$ cat src/rtl/timer_pkg.sv
`default_nettype none
// ============================================================================
// Module   : timer_pkg
// Purpose  : Shared state encodings and BCD constants for the microwave
//            cook-time countdown (timer_countdown and its digit cells).
// Contents : ST_IDLE/ST_RUN/ST_PAUSE/ST_DONE state codes, BCD_ZERO, BCD_NINE
// Revision : 1.0  initial release
// ============================================================================
package timer_pkg;

    localparam logic [1:0] ST_IDLE  = 2'd0;
    localparam logic [1:0] ST_RUN   = 2'd1;
    localparam logic [1:0] ST_PAUSE = 2'd2;
    localparam logic [1:0] ST_DONE  = 2'd3;

    localparam logic [3:0] BCD_ZERO = 4'd0;
    localparam logic [3:0] BCD_NINE = 4'd9;

endpackage : timer_pkg
`default_nettype wire

$ cat src/rtl/timer_countdown_if.sv
`default_nettype none
// ============================================================================
// Module   : timer_countdown_if
// Purpose  : Bundles the keypad/controller inputs and the display/status
//            outputs of timer_countdown.
// Ports    : bcd[0:3] (bcd[0] = MSB), loadn, pgt_1Hz, startn, stopn,
//            door_closed  -> countdown
//            mins_tens, mins_units, secs_tens, secs_units, zero, running,
//            done         <- countdown
//            master = controller/environment side, slave = countdown side
// Revision : 1.0  initial release
// ============================================================================
interface timer_countdown_if;

    // Declared [0:3] so that bit 0 is the most significant bit numerically.
    logic [0:3] bcd;
    logic       loadn;
    logic       pgt_1Hz;
    logic       startn;
    logic       stopn;
    logic       door_closed;

    logic [3:0] mins_tens;
    logic [3:0] mins_units;
    logic [3:0] secs_tens;
    logic [3:0] secs_units;
    logic       zero;
    logic       running;
    logic       done;

    modport master (
        output bcd, loadn, pgt_1Hz, startn, stopn, door_closed,
        input  mins_tens, mins_units, secs_tens, secs_units, zero, running, done
    );

    modport slave (
        input  bcd, loadn, pgt_1Hz, startn, stopn, door_closed,
        output mins_tens, mins_units, secs_tens, secs_units, zero, running, done
    );

endinterface : timer_countdown_if
`default_nettype wire

$ cat src/rtl/bcd_digit_down.sv
`default_nettype none
// ============================================================================
// Module   : bcd_digit_down
// Purpose  : One loadable BCD down-counting digit with borrow output.
// Ports    : clk_100Hz  in  clock
//            clear      in  asynchronous active-high reset (digit -> 0)
//            load_en    in  load load_val (takes priority over dec_en)
//            load_val   in  value to load
//            dec_en     in  decrement by one (0 wraps to WRAP)
//            q          out current digit
//            borrow_out out dec_en while the digit is 0 (wrap to next digit)
// Params   : WRAP  value taken when decrementing from 0
// Revision : 1.0  initial release
// ============================================================================
module bcd_digit_down
    import timer_pkg::*;
#(
    parameter logic [3:0] WRAP = BCD_NINE
) (
    input  wire logic       clk_100Hz,
    input  wire logic       clear,
    input  wire logic       load_en,
    input  wire logic [3:0] load_val,
    input  wire logic       dec_en,
    output logic      [3:0] q,
    output logic            borrow_out
);

    logic [3:0] r_q;

    always_ff @(posedge clk_100Hz or posedge clear) begin
        if (clear) begin
            r_q <= BCD_ZERO;
        end else if (load_en) begin
            r_q <= load_val;
        end else if (dec_en) begin
            r_q <= (r_q == BCD_ZERO) ? WRAP : (r_q - 4'd1);
        end
    end

    assign q          = r_q;
    assign borrow_out = dec_en && (r_q == BCD_ZERO);

endmodule : bcd_digit_down
`default_nettype wire

$ cat src/rtl/timer_countdown.sv
`default_nettype none
// ============================================================================
// Module   : timer_countdown
// Purpose  : Microwave cook-time register and mm:ss BCD down-counter.
//            Keypad digits shift in on loadn strobes; while running the time
//            counts down once per pgt_1Hz tick and raises done at 00:00.
// Ports    : clk_100Hz in  system clock
//            clear     in  asynchronous active-high reset
//            bus       slave modport of timer_countdown_if (keypad strobes,
//                      start/stop, door interlock, 1 Hz tick in; four BCD
//                      digits, zero, running, done out)
// Params   : SEC_TENS_WRAP  secs_tens value after a minute borrow (00 -> 59)
//            DIGIT_MAX      largest accepted keypad digit
// Revision : 1.0  initial release
// ============================================================================
module timer_countdown
    import timer_pkg::*;
#(
    parameter logic [3:0] SEC_TENS_WRAP = 4'd5,
    parameter logic [3:0] DIGIT_MAX     = BCD_NINE
) (
    input  wire logic        clk_100Hz,
    input  wire logic        clear,
    timer_countdown_if.slave bus
);

    logic [1:0] r_state;
    logic       r_running;
    logic       r_done;

    logic [1:0] w_next_state;
    logic       w_clr;        // load all-zero digits
    logic       w_shift;      // shift a keypad digit in
    logic       w_pre_clear;  // shift into an already-cleared register
    logic       w_dec;        // decrement by one second

    logic [3:0] w_bcd;
    logic [3:0] w_mt, w_mu, w_st, w_su;
    logic [3:0] w_ld_mt, w_ld_mu, w_ld_st, w_ld_su;
    logic       w_load_en;
    logic       w_borrow_su, w_borrow_st, w_borrow_mu, w_borrow_mt;
    logic       w_key_valid;
    logic       w_stop, w_start, w_door_open, w_tick;
    logic       w_zero, w_one;

    // Numeric copy; bus.bcd is declared MSB-at-index-0.
    assign w_bcd       = bus.bcd;
    assign w_key_valid = !bus.loadn && (w_bcd <= DIGIT_MAX);
    assign w_stop      = !bus.stopn;
    assign w_start     = !bus.startn;
    assign w_door_open = !bus.door_closed;
    assign w_tick      = bus.pgt_1Hz;

    assign w_zero = ({w_mt, w_mu, w_st, w_su} == 16'h0000);
    assign w_one  = ({w_mt, w_mu, w_st, w_su} == 16'h0001);

    // Next-state and datapath control, honouring
    // stop > door open > start > tick > key within each state.
    always_comb begin
        w_next_state = r_state;
        w_clr        = 1'b0;
        w_shift      = 1'b0;
        w_pre_clear  = 1'b0;
        w_dec        = 1'b0;
        case (r_state)
            ST_IDLE: begin
                if (w_stop) begin
                    w_clr = 1'b1;
                end else if (w_start && !w_door_open && !w_zero) begin
                    w_next_state = ST_RUN;
                end else if (w_key_valid) begin
                    w_shift = 1'b1;
                end
            end
            ST_RUN: begin
                if (w_stop || w_door_open) begin
                    // Pause wins over a coincident tick; that tick is lost.
                    w_next_state = ST_PAUSE;
                end else if (w_tick) begin
                    w_dec = 1'b1;
                    // w_borrow_mt can only assert on an underflow of 00:00,
                    // which is never decremented; it is a defensive stop.
                    if (w_one || w_borrow_mt) begin
                        w_next_state = ST_DONE;
                    end
                end
            end
            ST_PAUSE: begin
                if (w_stop) begin
                    w_clr        = 1'b1;
                    w_next_state = ST_IDLE;
                end else if (w_start && !w_door_open) begin
                    w_next_state = ST_RUN;
                end
            end
            ST_DONE: begin
                if (w_stop) begin
                    w_clr        = 1'b1;
                    w_next_state = ST_IDLE;
                end else if (w_key_valid) begin
                    // First key after completion starts a fresh entry.
                    w_shift      = 1'b1;
                    w_pre_clear  = 1'b1;
                    w_next_state = ST_IDLE;
                end
            end
            default: begin
                w_next_state = ST_IDLE;
            end
        endcase
    end

    assign w_load_en = w_clr || w_shift;
    assign w_ld_mt   = (w_clr || w_pre_clear) ? BCD_ZERO : w_mu;
    assign w_ld_mu   = (w_clr || w_pre_clear) ? BCD_ZERO : w_st;
    assign w_ld_st   = (w_clr || w_pre_clear) ? BCD_ZERO : w_su;
    assign w_ld_su   = w_clr ? BCD_ZERO : w_bcd;

    // Digit chain: each borrow enables the next-more-significant digit.
    bcd_digit_down #(.WRAP(BCD_NINE)) u_secs_units (
        .clk_100Hz  (clk_100Hz),
        .clear      (clear),
        .load_en    (w_load_en),
        .load_val   (w_ld_su),
        .dec_en     (w_dec),
        .q          (w_su),
        .borrow_out (w_borrow_su)
    );

    bcd_digit_down #(.WRAP(SEC_TENS_WRAP)) u_secs_tens (
        .clk_100Hz  (clk_100Hz),
        .clear      (clear),
        .load_en    (w_load_en),
        .load_val   (w_ld_st),
        .dec_en     (w_borrow_su),
        .q          (w_st),
        .borrow_out (w_borrow_st)
    );

    bcd_digit_down #(.WRAP(BCD_NINE)) u_mins_units (
        .clk_100Hz  (clk_100Hz),
        .clear      (clear),
        .load_en    (w_load_en),
        .load_val   (w_ld_mu),
        .dec_en     (w_borrow_st),
        .q          (w_mu),
        .borrow_out (w_borrow_mu)
    );

    bcd_digit_down #(.WRAP(BCD_NINE)) u_mins_tens (
        .clk_100Hz  (clk_100Hz),
        .clear      (clear),
        .load_en    (w_load_en),
        .load_val   (w_ld_mt),
        .dec_en     (w_borrow_mu),
        .q          (w_mt),
        .borrow_out (w_borrow_mt)
    );

    // State register with status outputs registered from the next state so
    // they change on the same edge as the state itself.
    always_ff @(posedge clk_100Hz or posedge clear) begin
        if (clear) begin
            r_state   <= ST_IDLE;
            r_running <= 1'b0;
            r_done    <= 1'b0;
        end else begin
            r_state   <= w_next_state;
            r_running <= (w_next_state == ST_RUN);
            r_done    <= (w_next_state == ST_DONE);
        end
    end

    assign bus.mins_tens  = w_mt;
    assign bus.mins_units = w_mu;
    assign bus.secs_tens  = w_st;
    assign bus.secs_units = w_su;
    assign bus.zero       = w_zero;
    assign bus.running    = r_running;
    assign bus.done       = r_done;

endmodule : timer_countdown
`default_nettype wire

$ cat src/flat_wrapper.sv
// flat-port wrapper written by rule: the top's interface ports become plain ports
module timer_countdown_flat import timer_pkg::*;
#(
    parameter logic [3:0] SEC_TENS_WRAP = 4'd5,
    parameter logic [3:0] DIGIT_MAX     = BCD_NINE
)
  (clk_100Hz, clear, bus_bcd, bus_loadn, bus_pgt_1Hz, bus_startn, bus_stopn, bus_door_closed, bus_mins_tens, bus_mins_units, bus_secs_tens, bus_secs_units, bus_zero, bus_running, bus_done);
  timer_countdown_if bus_i ();
  input  wire logic clk_100Hz;
  input  wire logic clear;
  input wire logic [$bits(bus_i.bcd)-1:0] bus_bcd;
  input wire logic [$bits(bus_i.loadn)-1:0] bus_loadn;
  input wire logic [$bits(bus_i.pgt_1Hz)-1:0] bus_pgt_1Hz;
  input wire logic [$bits(bus_i.startn)-1:0] bus_startn;
  input wire logic [$bits(bus_i.stopn)-1:0] bus_stopn;
  input wire logic [$bits(bus_i.door_closed)-1:0] bus_door_closed;
  output wire logic [$bits(bus_i.mins_tens)-1:0] bus_mins_tens;
  output wire logic [$bits(bus_i.mins_units)-1:0] bus_mins_units;
  output wire logic [$bits(bus_i.secs_tens)-1:0] bus_secs_tens;
  output wire logic [$bits(bus_i.secs_units)-1:0] bus_secs_units;
  output wire logic [$bits(bus_i.zero)-1:0] bus_zero;
  output wire logic [$bits(bus_i.running)-1:0] bus_running;
  output wire logic [$bits(bus_i.done)-1:0] bus_done;
  assign bus_i.bcd = bus_bcd;
  assign bus_i.loadn = bus_loadn;
  assign bus_i.pgt_1Hz = bus_pgt_1Hz;
  assign bus_i.startn = bus_startn;
  assign bus_i.stopn = bus_stopn;
  assign bus_i.door_closed = bus_door_closed;
  assign bus_mins_tens = bus_i.mins_tens;
  assign bus_mins_units = bus_i.mins_units;
  assign bus_secs_tens = bus_i.secs_tens;
  assign bus_secs_units = bus_i.secs_units;
  assign bus_zero = bus_i.zero;
  assign bus_running = bus_i.running;
  assign bus_done = bus_i.done;
  timer_countdown #(.SEC_TENS_WRAP(SEC_TENS_WRAP), .DIGIT_MAX(DIGIT_MAX)) u_core (.clk_100Hz(clk_100Hz), .clear(clear), .bus(bus_i));
endmodule
$ cat config.mk
export PLATFORM = sky130hd
export DESIGN_NAME = timer_countdown_flat
export DESIGN_NICKNAME = d
export VERILOG_FILES = /design/src/rtl/timer_pkg.sv /design/src/rtl/timer_countdown_if.sv /design/src/rtl/bcd_digit_down.sv /design/src/rtl/timer_countdown.sv /design/src/flat_wrapper.sv
export SDC_FILE = /design/constraint.sdc
export NUM_CORES = 1
export LEC_CHECK = 0
export BUFFER_PORTS_ARGS = -buffer_cell sky130_fd_sc_hd__buf_2
export CAP_MARGIN = 10
export CORE_MARGIN = 3
export CORE_UTILIZATION = 40
export DETAILED_ROUTE_END_ITERATION = 12
export GPL_TIMING_DRIVEN = 0
export PLACE_DENSITY_LB_ADDON = 0.3
export SLEW_MARGIN = 20
export SYNTH_ARGS = -nofsm -noshare
export SYNTH_HDL_FRONTEND = slang
export SYNTH_HIERARCHICAL = 1
export SYNTH_SLANG_ARGS = --single-unit
export TNS_END_PERCENT = 1
$ cat constraint.sdc
create_clock -name clk_100Hz -period 7 [get_ports clk_100Hz]
set_clock_uncertainty 0.15 [all_clocks]
set_input_delay 0.7 -clock clk_100Hz [delete_from_list [all_inputs] [get_ports clk_100Hz]]
set_output_delay 0.7 -clock clk_100Hz [all_outputs]
set_load 0.1 [all_outputs]
==> impl_metrics.toml, run 1 <==
[worst_setup_path]
cp_common_cell = "nor2b_1"
worstPathArrival_ns = 5.11
crit_chain = "inv_1, ha_1, nand2_1, nor2_1, nor4b_2, nor2b_1, or4b_4, nor2_1, nor4b_2, nor2b_1, nor4b_2, nor2b_1, a21o_1, a41oi_1, o31ai_1, o21ai_1, nor2b_1"
reg2reg_depth = 17
slowest_delay_ns = 0.52
r2r_setup_slack_ns = 1.95
crit_family = "simple AND/OR/NAND/NOR gates"
required_ns = 7.07
crit_slowest_cell = "or4b_4"
cp-end-kind = "flop"
worst-setup-path-type = "flop to flop"
crit_path_end = "u_core/bus.done"
crit_cells = 17
path_max_fanout = 5
reg2reg_from = "u_core/r_state[1]"
reg2reg_to = "u_core/bus.done"
crit_path_start = "u_core/r_state[1]"
startpoint_type = "flop"
crit_buf_inv = 1

[routing]
drt_iter0_markers = 78
drcViolationCount = 0
drt-total-wl_um = 3350
first_pass_iters = 4
routedWlPerCell_um = 14.1
ant_nets = 0
routed-via-count = 1273
vias_per_cell = 5.35

[hold_path]
hold_path.class = "input port to asynchronous set/reset pin"

[synthesis]
synth_nets = 175
synth-main-ff-cell = "dfrtp_1"
ys_top_cells_by_count = "20 x dfrtp_1, 14 x inv_1, 13 x nand2_1, 13 x nor2_1, 12 x and2_1"
synth_cell_types = 37
synth_most_common_cell = "dfrtp_1"
synthTopCellsByArea = "dfrtp_1 35%, and2_1 5.3%, xnor2_1 4.3%"
synth.avg_cell_area_um2 = 8.90
ys_ff_latch = 20
synth_cells = 160
ys.warnings.count = 6
yosysSeqAreaShare = 0.351
async_flop_share = 1.00
yosysTopAreaCellShare = 0.351
synth_edf_count = 0
synth.largest_area_cell = "dfrtp_1"
netlist_area_mm2 = 0.00142

[sta]
timing.final.crit_share = 0.721
finalMaxSlewViolations = 0
period_needed_ns = 5.05
hold_viol = 0
rsz0062_at_grt = "no"
max_slew.worst_pin.slew_ns = 0.492
setup-violations-final = 0
finalSetupTns_ns = 0
fmax_mhz = 198
max-slew-margin-rel = 0.674
whs_ns = 0.166

[finish]
post-route-util = 0.494
multi_input_area_um2 = 881
nets = 209
seq_area_um2 = 500
area_growth_pct = 17.6
antennaDiodeCount = 0
drive_gt1_frac = 0.234
final.fill_count = 339

[clock_network]
ctsHoldBuffers = 0
cts_root_buffer = "clkbuf_4"
cts.sinks = 20
postCtsSetupBuffers = 0
clkLatencyLatePin_ns = 0.29
cts_tree = "built"
clockBufferDepth = 2
cts-htree-levels = 1
cts_resized = 0
cts.clk_slew.worst_paths_ns = 0.11
cts-buffers-inserted = 3

[die]
initial_core_util = 0.420
num_rows = 21
core_area_mm2 = 0.00339
die_area_mm2 = 0.00431
ios = 30
fp.dieW_um = 65.7
die-height_um = 65.7

[grt]
grt_first_pass_wirelength_um = 5670
grt_pass1_vias = 1265
grt_max_degree = 25
grt.total_usage = 0.167
antenna_found_initial = 0
grt_overflow = 0

[place]
dp_hpwl_um = 2580
io_buffer_count = 28
gp_congestion = 0.802

[outcome]
status = "completed"

[run]
cap_violations = 0
cells in the final DEF (no fill, tap or decap), drive strengths merged, types with 2 or more instances in the layout:
cell and n:
nor2b 9, or3 4, ha 4, nand2 13, buf 30, nor4b 4
nand2b 6, xnor2 7, dfrtp 20, and2 12, or4b 4, a31oi 5
inv 14, a211o 2, clkbuf 4, nor4 4, a21oi 7, nor2 13
o21ai 15, a2bb2oi 4
worst min-delay path by stage:
stage                       startpoint  cells past startpoint  slack [ns]                       to
5_1_grt                          clear                      2        0.16  u_core/u_secs_tens/q[3]
2_1_floorplan                    clear                      1        0.32          u_core/bus.done
4_1_cts                          clear                      2        0.17  u_core/u_secs_tens/q[3]
3_5_place_dp   u_core/u_secs_tens/q[3]                      2        0.47  u_core/u_secs_tens/q[3]
3_3_place_gp   u_core/u_secs_tens/q[3]                      2        0.45  u_core/u_secs_tens/q[3]
6_report                         clear                      2        0.17  u_core/u_secs_tens/q[2]
sequential cells by signal, summed over array words and instances (netlist names):
signal	count
u_core/bus.running	1
u_core/bus.done	1
u_core/u_secs_tens/q	4
u_core/r_state	2
u_core/u_mins_tens/q	4
u_core/u_secs_units/q	4
u_core/u_mins_units/q	4
cells by family (layout without fill, tap and decap cells):
group,after synthesis,in the layout,synth area share
simple gates,72,72,0.341
buf+inv,16,48,0.0431
fa+ha+maj,4,4,0.0352
compound gates,41,41,0.186
flops,20,20,0.351
xor+xnor,7,7,0.0431
layer usage:
layer	wire length, um	global-route usage	vias up
li1	-	-	630
met1	1560	0.209	601
met2	1650	0.283	37
met3	112	0.0205	5
met4	33	0.0751	0
met5	0	0	-
cell type report:
cell class / count / area share
multi-input combinational: 124 / 0.526
sequential: 20 / 0.299
timing repair buffer: 29 / 0.0904
tap: 46 / 0.0344
inverter: 14 / 0.0314
clock buffer: 3 / 0.0135
buffer: 2 / 0.00523
per-stage QoR:
| step | cell area [um2] | cells | setup WS (ns) |
|---|---|---|---|
| CTS | 1670 | 238 | 2.07 |
| global route | 1670 | 238 | 1.65 |
| detailed placement | 1650 | 235 | 2.09 |
| floorplan | 1420 | 160 | 2.60 |
| finish | 1670 | 238 | 1.95 |
| global placement | 1620 | 234 | 2.27 |
Power of run 1 is not shown: default switching activity piles up to over one toggle a cycle in this logic, so the estimate is an artifact.
==> run 2, diff against run 1 <==
==> constraint.sdc (replaced) <==
create_clock -name clk_100Hz -period 4.8 [get_ports clk_100Hz]
set_clock_uncertainty 0.15 [all_clocks]
set_input_delay 0.48 -clock clk_100Hz [delete_from_list [all_inputs] [get_ports clk_100Hz]]
set_output_delay 0.48 -clock clk_100Hz [all_outputs]
set_load 0.1 [all_outputs]
==> run 2 against run 1 <==
Global-route usage grew 0.25 points. Flip-flop and latch count did not move. Highest routed layer unchanged. Via count is 1.4% higher. Critical path type unchanged. Final cell count rose by 0.42%. First-iteration DRC count decreased by 23%. Register-to-register slack got worse by 1.6 ns.
==> impl_metrics.toml, run 2 (synthesis results as in run 1) <==
[clock_network]
cts-htree-levels = 1
cts_tree = "built"
cts-buffers-inserted = 3
cts.sinks = 20
cts.clk_slew.worst_paths_ns = 0.10
clkLatencyLatePin_ns = 0.28
postCtsSetupBuffers = 0
clockBufferDepth = 2
cts_root_buffer = "clkbuf_4"

[worst_setup_path]
required_ns = 4.87
cp-end-kind = "flop"
worstPathArrival_ns = 4.50
path_max_fanout = 5
worst-setup-path-type = "flop to flop"
startpoint_type = "flop"

[finish]
antennaDiodeCount = 0
nets = 210
area_growth_pct = 20.1
final_cell_mix = "29 x buf_2, 20 x dfrtp_1, 14 x inv_1"
final_common_cell = "buf_2"
final.fill_count = 333
drive_gt1_frac = 0.259

[die]
core_area_mm2 = 0.00339
die-height_um = 65.7
fp.dieW_um = 65.7
ios = 30
die_area_mm2 = 0.00431
initial_core_util = 0.420
num_rows = 21

[sta]
fmax_mhz = 226
max-slew-margin-rel = 0.674
rsz0062_at_grt = "no"
finalSetupTns_ns = 0
max_slew.worst_pin.slew_ns = 0.492
whs_ns = 0.404
setup-violations-final = 0
period_needed_ns = 4.43
timing.final.crit_share = 0.923
hold_viol = 0
finalMaxSlewViolations = 0

[outcome]
status = "completed"

[place]
gp_congestion = 0.802
io_buffer_count = 28
dp_hpwl_um = 2580

[hold_path]
hold_path.class = "input port to flop"

[grt]
grt_first_pass_wirelength_um = 5770
antenna_found_initial = 0
grt.total_usage = 0.169
grt_max_degree = 25
grt_overflow = 0
grt_pass1_vias = 1278

[run]
cap_violations = 0

[routing]
top_layer = "met4"
drt-total-wl_um = 3350
routed-via-count = 1291
ant_nets = 0
dr_wl_met3_um = 104
routedWlPerCell_um = 14.0
wl_met2_um = 1690
first_pass_iters = 4
drt_iter0_markers = 60
drcViolationCount = 0
drt-met1-wl_um = 1530
vias_per_cell = 5.40
[run 2: routing by layer]
| metal | GRT usage | up-vias |
|---|---|---|
| li1 | - | 631 |
| met5 | 0 | - |
| met2 | 0.285 | 41 |
| met1 | 0.215 | 615 |
| met4 | 0.0751 | 0 |
| met3 | 0.0205 | 4 |
[run 2: path summary, 6_finish.rpt]
kind	from	endpoint	slack, ns	depth (start not counted)
setup / recovery	u_core/r_state[1]	u_core/bus.done	0.37	16
hold / removal	bus_bcd[3]	u_core/u_secs_units/q[3]	0.40	4
setup reg to reg	u_core/r_state[1]	u_core/bus.done	0.37	16
hold reg to reg	u_core/u_secs_tens/q[3]	u_core/u_secs_tens/q[3]	0.49	2
max in group asynchronous	clear	u_core/u_mins_units/q[3]	3.82	3
min in group asynchronous	clear	u_core/u_secs_tens/q[2]	0.51	3
[run 2: through the flow]
step | setup slack, ns | util | area [um2] | std cells
detailed placement | -0.0703 | 0.487 | 1650 | 235
global route | 0.00780 | 0.505 | 1710 | 239
global placement | 0.176 | 0.478 | 1620 | 234
floorplan | 0.399 | - | 1420 | 160
CTS | 0.0729 | 0.498 | 1690 | 239
finish | 0.368 | 0.505 | 1710 | 239
[run 2: cell type report]
| type | count | area [um2] | share of cell area |
|---|---|---|---|
| Inverter | 14 | 52.6 | 0.0307 |
| Multi-Input combinational cell | 124 | 907 | 0.530 |
| Sequential cell | 20 | 500 | 0.293 |
| Buffer | 2 | 8.76 | 0.00512 |
| Timing Repair Buffer | 30 | 161 | 0.0944 |
| Clock buffer | 3 | 22.5 | 0.0132 |
| Tap cell | 46 | 57.6 | 0.0337 |
[run 2: what timing repair did]
item                                   4_1_cts  5_1_grt
setup endpoints to repair                    3        4
endpoints found under the hold margin       20        0
hold buffers                                 1        0
resized for setup                            2        5
[run 2: critical path, stage by stage, from the launching register on]
cell and delay [ns]:
dfrtp_1 0.46, inv_1 0.13, ha_2 0.26, nand2_1 0.11
nor2_2 0.21, nor4b_2 0.31, nor2b_2 0.26, or4b_4 0.51
nor2_2 0.24, nor4b_4 0.30, nor2b_4 0.25, nor4b_2 0.30
nor2b_1 0.25, a211o_1 0.15, a21oi_1 0.07, a32oi_2 0.23
nor2b_1 0.16
Power of run 2 is left out for the same reason.
==> run 3, diff against run 2 <==
--- a/config.mk
+++ b/config.mk
@@ -5,10 +5,10 @@
 export SDC_FILE = /design/constraint.sdc
 export NUM_CORES = 1
 export LEC_CHECK = 0
-export BUFFER_PORTS_ARGS = -buffer_cell sky130_fd_sc_hd__buf_2
+export BUFFER_PORTS_ARGS = -buffer_cell sky130_fd_sc_hd__buf_4
 export CAP_MARGIN = 10
 export CORE_MARGIN = 3
-export CORE_UTILIZATION = 40
+export CORE_UTILIZATION = 52
 export DETAILED_ROUTE_END_ITERATION = 12
 export GPL_TIMING_DRIVEN = 0
 export PLACE_DENSITY_LB_ADDON = 0.3
==> run 3 against run 2 <==
Register-to-register slack got worse by 0.04 ns. Maximum frequency decreased by 1.0%. Flip-flop and latch count unchanged. Utilization increased by 19 points. Worst hold slack got worse by 0.016 ns. Critical path depth increased by 1. Design area increased by 3.3%. First-iteration DRC count decreased by 10%. Final cell count decreased by 6.7%. Die area decreased by 21%. Sequential share of layout area decreased by 0.93 points. Critical path type unchanged. Largest cell class unchanged.
==> impl_metrics.toml, run 3 (synthesis results as in run 1) <==
[place]
dp_cells = 219
dp_hpwl_um = 2530
io_buffer_count = 28
gp_congestion = 0.855
place_ws_ns = -0.0392

[finish]
antennaDiodeCount = 0
final_common_cell = "buf_4"
area_growth_pct = 24.1
drive_gt1_frac = 0.254
final_cell_mix = "28 x buf_4, 20 x dfrtp_1, 14 x inv_1"
nets = 210
post-route-util = 0.694
layoutNonFillerInstCount = 223

[routing]
drt-total-wl_um = 3320
vias_per_cell = 5.81
routed-via-count = 1295
drt_iter0_markers = 54
ant_nets = 0
drcViolationCount = 0
first_pass_iters = 5
routedWlPerCell_um = 14.9

[worst_setup_path]
required_ns = 4.86
r2r_setup_slack_ns = 0.32
worst-setup-path-type = "flop to flop"
reg2reg_to = "u_core/bus.done"
slowest_delay_ns = 0.50
crit_chain = "inv_1, ha_1, nand2_1, nor2_2, nor4b_4, nor2b_2, or4b_4, nor2_2, nor4b_2, nor2b_4, nor4b_4, nor2b_1, a21o_1, a41oi_1, o31ai_1, o21ai_1, nor2b_1"
crit_slowest_cell = "or4b_4"
path_max_fanout = 5
worstPathArrival_ns = 4.54
reg2reg_from = "u_core/r_state[1]"
cp-end-kind = "flop"
startpoint_type = "flop"
reg2reg_depth = 17

[die]
die_area_mm2 = 0.00340
initial_core_util = 0.559
fp.dieW_um = 58.3
die-height_um = 58.3
core_area_mm2 = 0.00254
num_rows = 18
ios = 30

[hold_path]
holdPathStages = 4
holdPathEnd = "u_core/u_secs_units/q[0]"
hold_path.class = "input port to flop"
hold_start = "bus_bcd[0]"

[sta]
hold_viol = 0
max-slew-margin-rel = 0.720
period_needed_ns = 4.48
max_slew.worst_pin.slew_ns = 0.419
fin_ws_ns = 0.323
finalMaxSlewViolations = 0
setup-violations-final = 0
fmax_mhz = 223
timing.final.crit_share = 0.933
rsz0062_at_grt = "no"

[grt]
grt_pass1_vias = 1284
antenna_found_initial = 0
grt.total_usage = 0.208
met2_usage = 0.356
grtUsageMet1 = 0.278
grt_overflow = 0
grt_max_degree = 18
globalRouteMet3Util = 0.0263
grt_busiest_layer = "met2"
grt_first_pass_wirelength_um = 5600

[clock_network]
cts_tree = "built"
clockBufferDepth = 2
cts_root_buffer = "clkbuf_4"
cts.sinks = 20
clkLatencyLatePin_ns = 0.30
cts-htree-levels = 1
cts-buffers-inserted = 3
postCtsSetupBuffers = 0
cts.clk_slew.worst_paths_ns = 0.10

[outcome]
status = "completed"

[run]
cap_violations = 0
-- run 3: layer usage --
| layer | routed length, um | vias up |
|---|---|---|
| met3 | 134 | 4 |
| met5 | 0 | - |
| met4 | 19 | 0 |
| met2 | 1670 | 35 |
| met1 | 1490 | 627 |
| li1 | - | 629 |
-- run 3: critical path, delay by kind of cell, from the launching register on --
family | cells | cell delay [ns]
adder cells (fa/ha/maj) | 1 | 0.31
AND/OR/NAND/NOR | 11 | 2.84
buffers and inverters | 1 | 0.14
AO/OA/AOI/OAI | 4 | 0.50
flip-flops | 1 | 0.46
-- run 3: worst max-delay path by stage --
stage          cells past startpoint                    start                      end  slack [ns]
2_1_floorplan                      7  u_core/u_mins_tens/q[1]  u_core/u_mins_tens/q[1]        0.40
3_5_place_dp                      16        u_core/r_state[1]          u_core/bus.done       -0.04
4_1_cts                           16        u_core/r_state[1]          u_core/bus.done        0.09
3_3_place_gp                      17        u_core/r_state[1]          u_core/bus.done        0.16
5_1_grt                           16        u_core/r_state[1]          u_core/bus.done        0.06
6_report                          17        u_core/r_state[1]          u_core/bus.done        0.32
-- run 3: cell type report --
class | instances | area [um2]
sequential | 20 | 500
clock buffer | 3 | 22.5
fill | 193 | 778
multi-input combinational | 124 | 913
inverter | 14 | 52.6
timing repair buffer | 30 | 231
buffer | 2 | 8.76
tap | 30 | 37.5
-- run 3: timing repair --
item | 4_1_cts | 5_1_grt
pin swaps | 0 | 0
gates resized for setup | 2 | 5
hold buffers | 1 | 0
endpoints found under the hold margin | 20 | 0
gates cloned | 0 | 0
endpoints found under the setup margin | 2 | 4
-- run 3: per-stage QoR --
| stage | cell area, um2 | hold slack (ns) | setup TNS, ns |
|---|---|---|---|
| 2_1_floorplan | 1420 | 0.0961 | 0 |
| 3_5_place_dp | 1700 | 0.264 | -0.0392 |
| 3_3_place_gp | 1670 | 0.257 | 0 |
| 6_report | 1770 | 0.388 | 0 |
| 5_1_grt | 1770 | 0.405 | 0 |
| 4_1_cts | 1740 | 0.386 | 0 |
Power of run 3 is left out for the same reason.
